[src/rtl/bus_pkg.sv]
// Shared types and helpers for the bus transaction controller slice.
package bus_pkg;

  localparam int DEF_NUM_MASTERS    = 4;
  localparam int DEF_ADDR_WIDTH     = 16;
  localparam int DEF_DATA_WIDTH     = 32;
  localparam int DEF_TIMEOUT_CYCLES = 16;

  typedef enum logic [1:0] {
    IDLE = 2'd0,
    REQ  = 2'd1,
    DONE = 2'd2
  } state_e;

  // Index of the lowest set bit; scanning downwards lets the lowest index win on multi-hot input.
  function automatic logic [7:0] onehot_to_idx(input logic [63:0] vec);
    logic [7:0] idx;
    idx = 8'd0;
    for (int i = 63; i >= 0; i--) begin
      if (vec[i]) begin
        idx = 8'(i);
      end else begin
        idx = idx;
      end
    end
    return idx;
  endfunction

endpackage

[src/rtl/bus_req_mux.sv]
// Grant decoder: picks the owning master from the grant vector and selects its request fields.
module bus_req_mux
  import bus_pkg::*;
#(
  parameter int NUM_MASTERS = DEF_NUM_MASTERS,
  parameter int ADDR_WIDTH  = DEF_ADDR_WIDTH,
  parameter int DATA_WIDTH  = DEF_DATA_WIDTH,
  parameter int IDXW        = (NUM_MASTERS > 1) ? $clog2(NUM_MASTERS) : 1
) (
  input  logic [NUM_MASTERS-1:0]            grant,
  input  logic [NUM_MASTERS*ADDR_WIDTH-1:0] m_addr,
  input  logic [NUM_MASTERS*DATA_WIDTH-1:0] m_wdata,
  input  logic [NUM_MASTERS-1:0]            m_we,
  output logic [IDXW-1:0]                   owner,
  output logic [ADDR_WIDTH-1:0]             sel_addr,
  output logic [DATA_WIDTH-1:0]             sel_wdata,
  output logic                              sel_we,
  output logic                              multi_hot
);

  // Owner decode, field selection and multi-hot detection
  always_comb begin
    owner     = IDXW'(onehot_to_idx(64'(grant)));
    sel_addr  = m_addr[owner*ADDR_WIDTH +: ADDR_WIDTH];
    sel_wdata = m_wdata[owner*DATA_WIDTH +: DATA_WIDTH];
    sel_we    = m_we[owner];
    multi_hot = ((grant & (grant - {{(NUM_MASTERS-1){1'b0}}, 1'b1})) != {NUM_MASTERS{1'b0}});
  end

endmodule

[src/rtl/bus_txn_controller.sv]
// Runs one granted master's transaction on the shared slave bus with timeout abort;
// grants that cannot be taken are dropped and flagged.
module bus_txn_controller
  import bus_pkg::*;
#(
  parameter int NUM_MASTERS    = DEF_NUM_MASTERS,
  parameter int ADDR_WIDTH     = DEF_ADDR_WIDTH,
  parameter int DATA_WIDTH     = DEF_DATA_WIDTH,
  parameter int TIMEOUT_CYCLES = DEF_TIMEOUT_CYCLES
) (
  input  logic                              clk,
  input  logic                              reset_n,
  input  logic [NUM_MASTERS-1:0]            grant,
  input  logic [NUM_MASTERS*ADDR_WIDTH-1:0] m_addr,
  input  logic [NUM_MASTERS*DATA_WIDTH-1:0] m_wdata,
  input  logic [NUM_MASTERS-1:0]            m_we,
  output logic                              bus_valid,
  output logic [ADDR_WIDTH-1:0]             bus_addr,
  output logic [DATA_WIDTH-1:0]             bus_wdata,
  output logic                              bus_we,
  input  logic                              bus_ready,
  input  logic [DATA_WIDTH-1:0]             bus_rdata,
  input  logic                              bus_err,
  output logic [NUM_MASTERS-1:0]            done,
  output logic [NUM_MASTERS-1:0]            err,
  output logic [DATA_WIDTH-1:0]             rdata,
  output logic                              busy,
  output logic                              grant_drop
);

  localparam int IDXW = (NUM_MASTERS > 1) ? $clog2(NUM_MASTERS) : 1;
  localparam int CTRW = $clog2(TIMEOUT_CYCLES + 1);
  localparam logic [CTRW-1:0]        CTR_ONE   = CTRW'(1'b1);
  localparam logic [CTRW-1:0]        CTR_LIMIT = CTRW'(TIMEOUT_CYCLES - 1);
  localparam logic [NUM_MASTERS-1:0] LSB_ONE   = {{(NUM_MASTERS-1){1'b0}}, 1'b1};

  state_e                  state_q, state_d;
  logic [IDXW-1:0]         owner_q, owner_d;
  logic [ADDR_WIDTH-1:0]   addr_q, addr_d;
  logic [DATA_WIDTH-1:0]   wdata_q, wdata_d;
  logic                    we_q, we_d;
  logic                    valid_q, valid_d;
  logic [CTRW-1:0]         ctr_q, ctr_d;
  logic [NUM_MASTERS-1:0]  done_q, done_d;
  logic [NUM_MASTERS-1:0]  err_q, err_d;
  logic [DATA_WIDTH-1:0]   rdata_q, rdata_d;
  logic                    drop_q, drop_d;

  logic [IDXW-1:0]         sel_owner_s;
  logic [ADDR_WIDTH-1:0]   sel_addr_s;
  logic [DATA_WIDTH-1:0]   sel_wdata_s;
  logic                    sel_we_s;
  logic                    multi_hot_s;
  logic                    grant_any_s;

  bus_req_mux #(
    .NUM_MASTERS(NUM_MASTERS),
    .ADDR_WIDTH (ADDR_WIDTH),
    .DATA_WIDTH (DATA_WIDTH),
    .IDXW       (IDXW)
  ) u_req_mux (
    .grant    (grant),
    .m_addr   (m_addr),
    .m_wdata  (m_wdata),
    .m_we     (m_we),
    .owner    (sel_owner_s),
    .sel_addr (sel_addr_s),
    .sel_wdata(sel_wdata_s),
    .sel_we   (sel_we_s),
    .multi_hot(multi_hot_s)
  );

  assign grant_any_s = (grant != {NUM_MASTERS{1'b0}});

  // Next-state and next-output computation; response pulses default low so they last one cycle
  always_comb begin
    state_d = state_q;
    owner_d = owner_q;
    addr_d  = addr_q;
    wdata_d = wdata_q;
    we_d    = we_q;
    valid_d = valid_q;
    ctr_d   = ctr_q;
    done_d  = {NUM_MASTERS{1'b0}};
    err_d   = {NUM_MASTERS{1'b0}};
    rdata_d = {DATA_WIDTH{1'b0}};
    drop_d  = 1'b0;
    case (state_q)
      IDLE: begin
        if (grant_any_s) begin
          state_d = REQ;
          owner_d = sel_owner_s;
          addr_d  = sel_addr_s;
          wdata_d = sel_wdata_s;
          we_d    = sel_we_s;
          valid_d = 1'b1;
          ctr_d   = {CTRW{1'b0}};
          drop_d  = multi_hot_s;
        end else begin
          state_d = IDLE;
        end
      end
      REQ: begin
        drop_d = grant_any_s;
        // Ready is checked first so that it beats a simultaneous timeout
        if (bus_ready) begin
          state_d = DONE;
          valid_d = 1'b0;
          done_d  = LSB_ONE << owner_q;
          err_d   = bus_err ? (LSB_ONE << owner_q) : {NUM_MASTERS{1'b0}};
          rdata_d = we_q ? {DATA_WIDTH{1'b0}} : bus_rdata;
        end else if (ctr_q == CTR_LIMIT) begin
          state_d = DONE;
          valid_d = 1'b0;
          done_d  = LSB_ONE << owner_q;
          err_d   = LSB_ONE << owner_q;
        end else begin
          ctr_d = ctr_q + CTR_ONE;
        end
      end
      DONE: begin
        drop_d  = grant_any_s;
        state_d = IDLE;
      end
      default: begin
        state_d = IDLE;
        valid_d = 1'b0;
      end
    endcase
  end

  // State and output registers with synchronous active-low reset
  always_ff @(posedge clk) begin
    if (!reset_n) begin
      state_q <= IDLE;
      owner_q <= {IDXW{1'b0}};
      addr_q  <= {ADDR_WIDTH{1'b0}};
      wdata_q <= {DATA_WIDTH{1'b0}};
      we_q    <= 1'b0;
      valid_q <= 1'b0;
      ctr_q   <= {CTRW{1'b0}};
      done_q  <= {NUM_MASTERS{1'b0}};
      err_q   <= {NUM_MASTERS{1'b0}};
      rdata_q <= {DATA_WIDTH{1'b0}};
      drop_q  <= 1'b0;
    end else begin
      state_q <= state_d;
      owner_q <= owner_d;
      addr_q  <= addr_d;
      wdata_q <= wdata_d;
      we_q    <= we_d;
      valid_q <= valid_d;
      ctr_q   <= ctr_d;
      done_q  <= done_d;
      err_q   <= err_d;
      rdata_q <= rdata_d;
      drop_q  <= drop_d;
    end
  end

  assign bus_valid  = valid_q;
  assign bus_addr   = addr_q;
  assign bus_wdata  = wdata_q;
  assign bus_we     = we_q;
  assign done       = done_q;
  assign err        = err_q;
  assign rdata      = rdata_q;
  assign busy       = (state_q == REQ) || (state_q == DONE);
  assign grant_drop = drop_q;

endmodule

[config.mk]
export PLATFORM = sky130hd
export DESIGN_NAME = bus_txn_controller
export DESIGN_NICKNAME = d
export VERILOG_FILES = /design/src/rtl/bus_pkg.sv /design/src/rtl/bus_req_mux.sv /design/src/rtl/bus_txn_controller.sv
export SDC_FILE = /design/constraint.sdc
export NUM_CORES = 1
export LEC_CHECK = 0
export ABC_CLOCK_PERIOD_IN_PS = 2700
export BUFFER_PORTS_ARGS = -buffer_cell sky130_fd_sc_hd__buf_2
export CAP_MARGIN = 20
export CORE_AREA = 2 2 127 129
export DETAILED_ROUTE_END_ITERATION = 7
export DIE_AREA = 0 0 129 131
export GPL_ROUTABILITY_DRIVEN = 0
export PLACE_DENSITY = 0.72
export SLEW_MARGIN = 20
export SYNTH_ARGS = -nofsm -noshare
export SYNTH_HDL_FRONTEND = slang
export SYNTH_SLANG_ARGS = --single-unit
[constraint.sdc]
create_clock -name clk -period 2.7 [get_ports clk]
set_clock_uncertainty 0.05 [all_clocks]
set_input_delay 0.27 -clock clk [delete_from_list [all_inputs] [get_ports clk]]
set_output_delay 0.27 -clock clk [all_outputs]
set_load 0.02 [all_outputs]
==> results.md <==
* RR Startpoint: ctr_q[0]
* Commonest cells post-synth: a21oi_1 (103), nand3_1 (101), dfxtp_1 (100)
* Ys Warns at 0
* Die area at 0.0169 mm^2
* TritonCTS Sinks at 100
* Met3 GRT Util at 4.48%
* Wire length per cell at 15.7 um
* Top cell type by total area after synthesis: dfxtp_1
* Syn avg cell area at 7.71 um^2
* HP Start: bus_rdata[26]
* Worst reg2reg path endpoint: ctr_q[3]
* Max frequency at 445 MHz
* # setup viols final at 0
* Max IR drop VDD at 283 uV
* Max Fanout on Critical Path at 7
* Post-CTS sizing at 0
* Hold Crit Depth at 2
* Largest net degree at the start of global routing at 62
* Worst-Skew Late Latency at 0.35 ns
* Leakage at 0.00333 uW
* Max Root-Sink Buffers at 2
* R2R cell count at 7
* Top cell type's share of synthesized area at 38.6%
* Row cnt at 46
* Synth Flop Type: dfxtp_1
* Port-buffer cells at 327
* Critical Path RT at 2.94 ns
* DRC Markers at 0
* Cell Area, Synth at 0.00519 mm^2
* ANT nets after route at 0
* Final wirelength at 18.4 mm
* Vias at 6050
* Max_slew headroom at 43.8%
* Hold Violations, Final at 0
* Post-CTS setup buffers at 0
* Vias in the first global route at 5623
* Fill count at 1592
* Final Max Tran Viols at 0
* Ranking of synthesized cells by area: dfxtp_1 (39%), a21oi_1 (9.9%), and2_1 (9.9%), nand3_1 (9.7%), o31a_1 (8.3%)
* Count of cell types in the netlist at 37
* Worst-path clk slew at 0.08 ns
* Die H at 131 um
* Count leader, synth: a21oi_1
* Post-Layout Cell Count at 1172
* Max Cap Viol at 0
* M1 GR Usage at 26.7%
* Status: finished clean
* H-Tree Depth at 3
* Met2 global-route usage at 34.9%
* Mapped Nets at 915
* Initial antenna violation count at 0
* Worst setup path startpoint: ctr_q[0]
* HPWL after DPL at 13.0 mm
* Net count, final at 1193
* Post-DR vias/cell at 5.16
* Global route overflow at 0
* Final setup TNS at 0 ns
* Initial DRC count at 406
* Clock Tree Root: clkbuf_16
* Critical path type: reg -> reg
* Seq cells post-synth at 100
* Num ports at 328
* Post-synth EDFFs at 0
* Busiest layer in global routing: met2
* CORE AREA at 0.0156 mm^2
* Synth-to-Final Area Change at 41.2%
* Arr. time, crit path at 2.48 ns
* Register area share after synthesis at 38.6%
* Hold buffer count at cts at 0
* Asr flop ratio synth at 0%
* Cells after Synth at 673
* CTS Buf Count at 9
* CTS tree: built
* # diodes at 0
* Hold path endpoint: rdata[26]
* Final period utilization at 83.2%
* Fin crit period at 2.25 ns
* Pwr Density at 542 mW/mm^2
* RSZ-0062 raised after global routing: false
* Drt pass-1 iters at 6
* Nature of the critical path endpoint: register
* Worst-Margin Slew at 0.842 ns
* Horiz. Die Dim at 129 um
* First-pass GRT wire length at 28.5 mm
* Worst hold-check path type: in -> reg
* Starting Density at 33.3%
* FF-to-FF setup slack at 0.45 ns
* GRT Overall Usage at 21.0%
* Share of cells above drive strength 1 at 38.2%
* CP Launch Type: register
* Cells after DPL at 1156
-- critical path: stages (launching register included) --
cell and delay (ns):
dfxtp_1 0.33, ha_1 0.21, and3_1 0.18, ha_1 0.22, or3b_1 0.41, a32o_2 0.27, or3_1 0.37, a21oi_2 0.13
-- cell usage in the layout (no fill, tap or decap), types with 6 or more instances in the layout --
| master | n |
|---|---|
| nor2_1 | 9 |
| buf_12 | 7 |
| o21ai_1 | 62 |
| and2_1 | 82 |
| clkbuf_16 | 9 |
| o21ai_0 | 40 |
| dfxtp_1 | 100 |
| a21oi_1 | 103 |
| ha_1 | 6 |
| nand2_1 | 8 |
| buf_2 | 327 |
| nand3_1 | 101 |
| o31a_1 | 49 |
-- area by class of cell --
class,instances,area (um^2),share of cell area [%]
timing repair buffer,338,1810,24.6
inverter,4,15.0,0.205
clock inverter,6,62.6,0.853
tap,216,270,3.69
sequential,100,2000,27.3
clock buffer,10,239,3.26
multi-input combinational,498,2940,40.0
-- metal layers --
metal / vias to the layer above / part of all wire, %
met5: - / 0
met4: 0 / 2.7
met3: 34 / 7.9
met2: 292 / 48
met1: 2752 / 41
li1: 2972 / -
-- sequential cells by signal, summed over array words and instances, names as in the netlist, 2 cells and up --
register and cells:
bus_addr 16, bus_wdata 32, ctr_q 5, done 4, err 4, owner_q 2, rdata 32, state_q 2
-- metrics by stage --
stage	power (uW)	hold WS (ns)	instance area, um^2	utilization [%]	setup WS [ns]
global placement	2680	0.403	7030	45.1	0.506
global route	4170	0.0564	7330	47.0	0.338
detailed placement	2690	0.414	7030	45.1	0.468
floorplan	2250	0.342	5190	-	0.569
CTS	4020	0.0470	7330	47.0	0.447
finish	3970	0.0618	7330	47.0	0.453
-- worst max path at each step --
stage	depth (start not counted)	end	slack (ns)
3_5_place_dp	7	ctr_q[3]	0.47
6_report	7	ctr_q[3]	0.45
4_1_cts	7	ctr_q[3]	0.45
2_1_floorplan	7	ctr_q[3]	0.57
5_1_grt	7	ctr_q[3]	0.34
3_3_place_gp	7	ctr_q[3]	0.51
-- power by group --
part           switching (uW)  leakage (uW)  internal (uW)
registers                49.7      0.000818           1580
logic                     600       0.00236            423
clock network             640      0.000149            680
total                    1290       0.00333           2680
-- cell families after synthesis --
group                      after synthesis  share of synthesized area [%]
DFF                                    100                           38.6
AOI/OAI and AO/OA                      269                           30.3
adders and majority gates                6                           1.45
muxes                                    1                          0.217
and+or+nand+nor                        222                           23.6
buffers and inverters                   75                           5.83
Note: power is estimated with default switching activity, not from simulation.
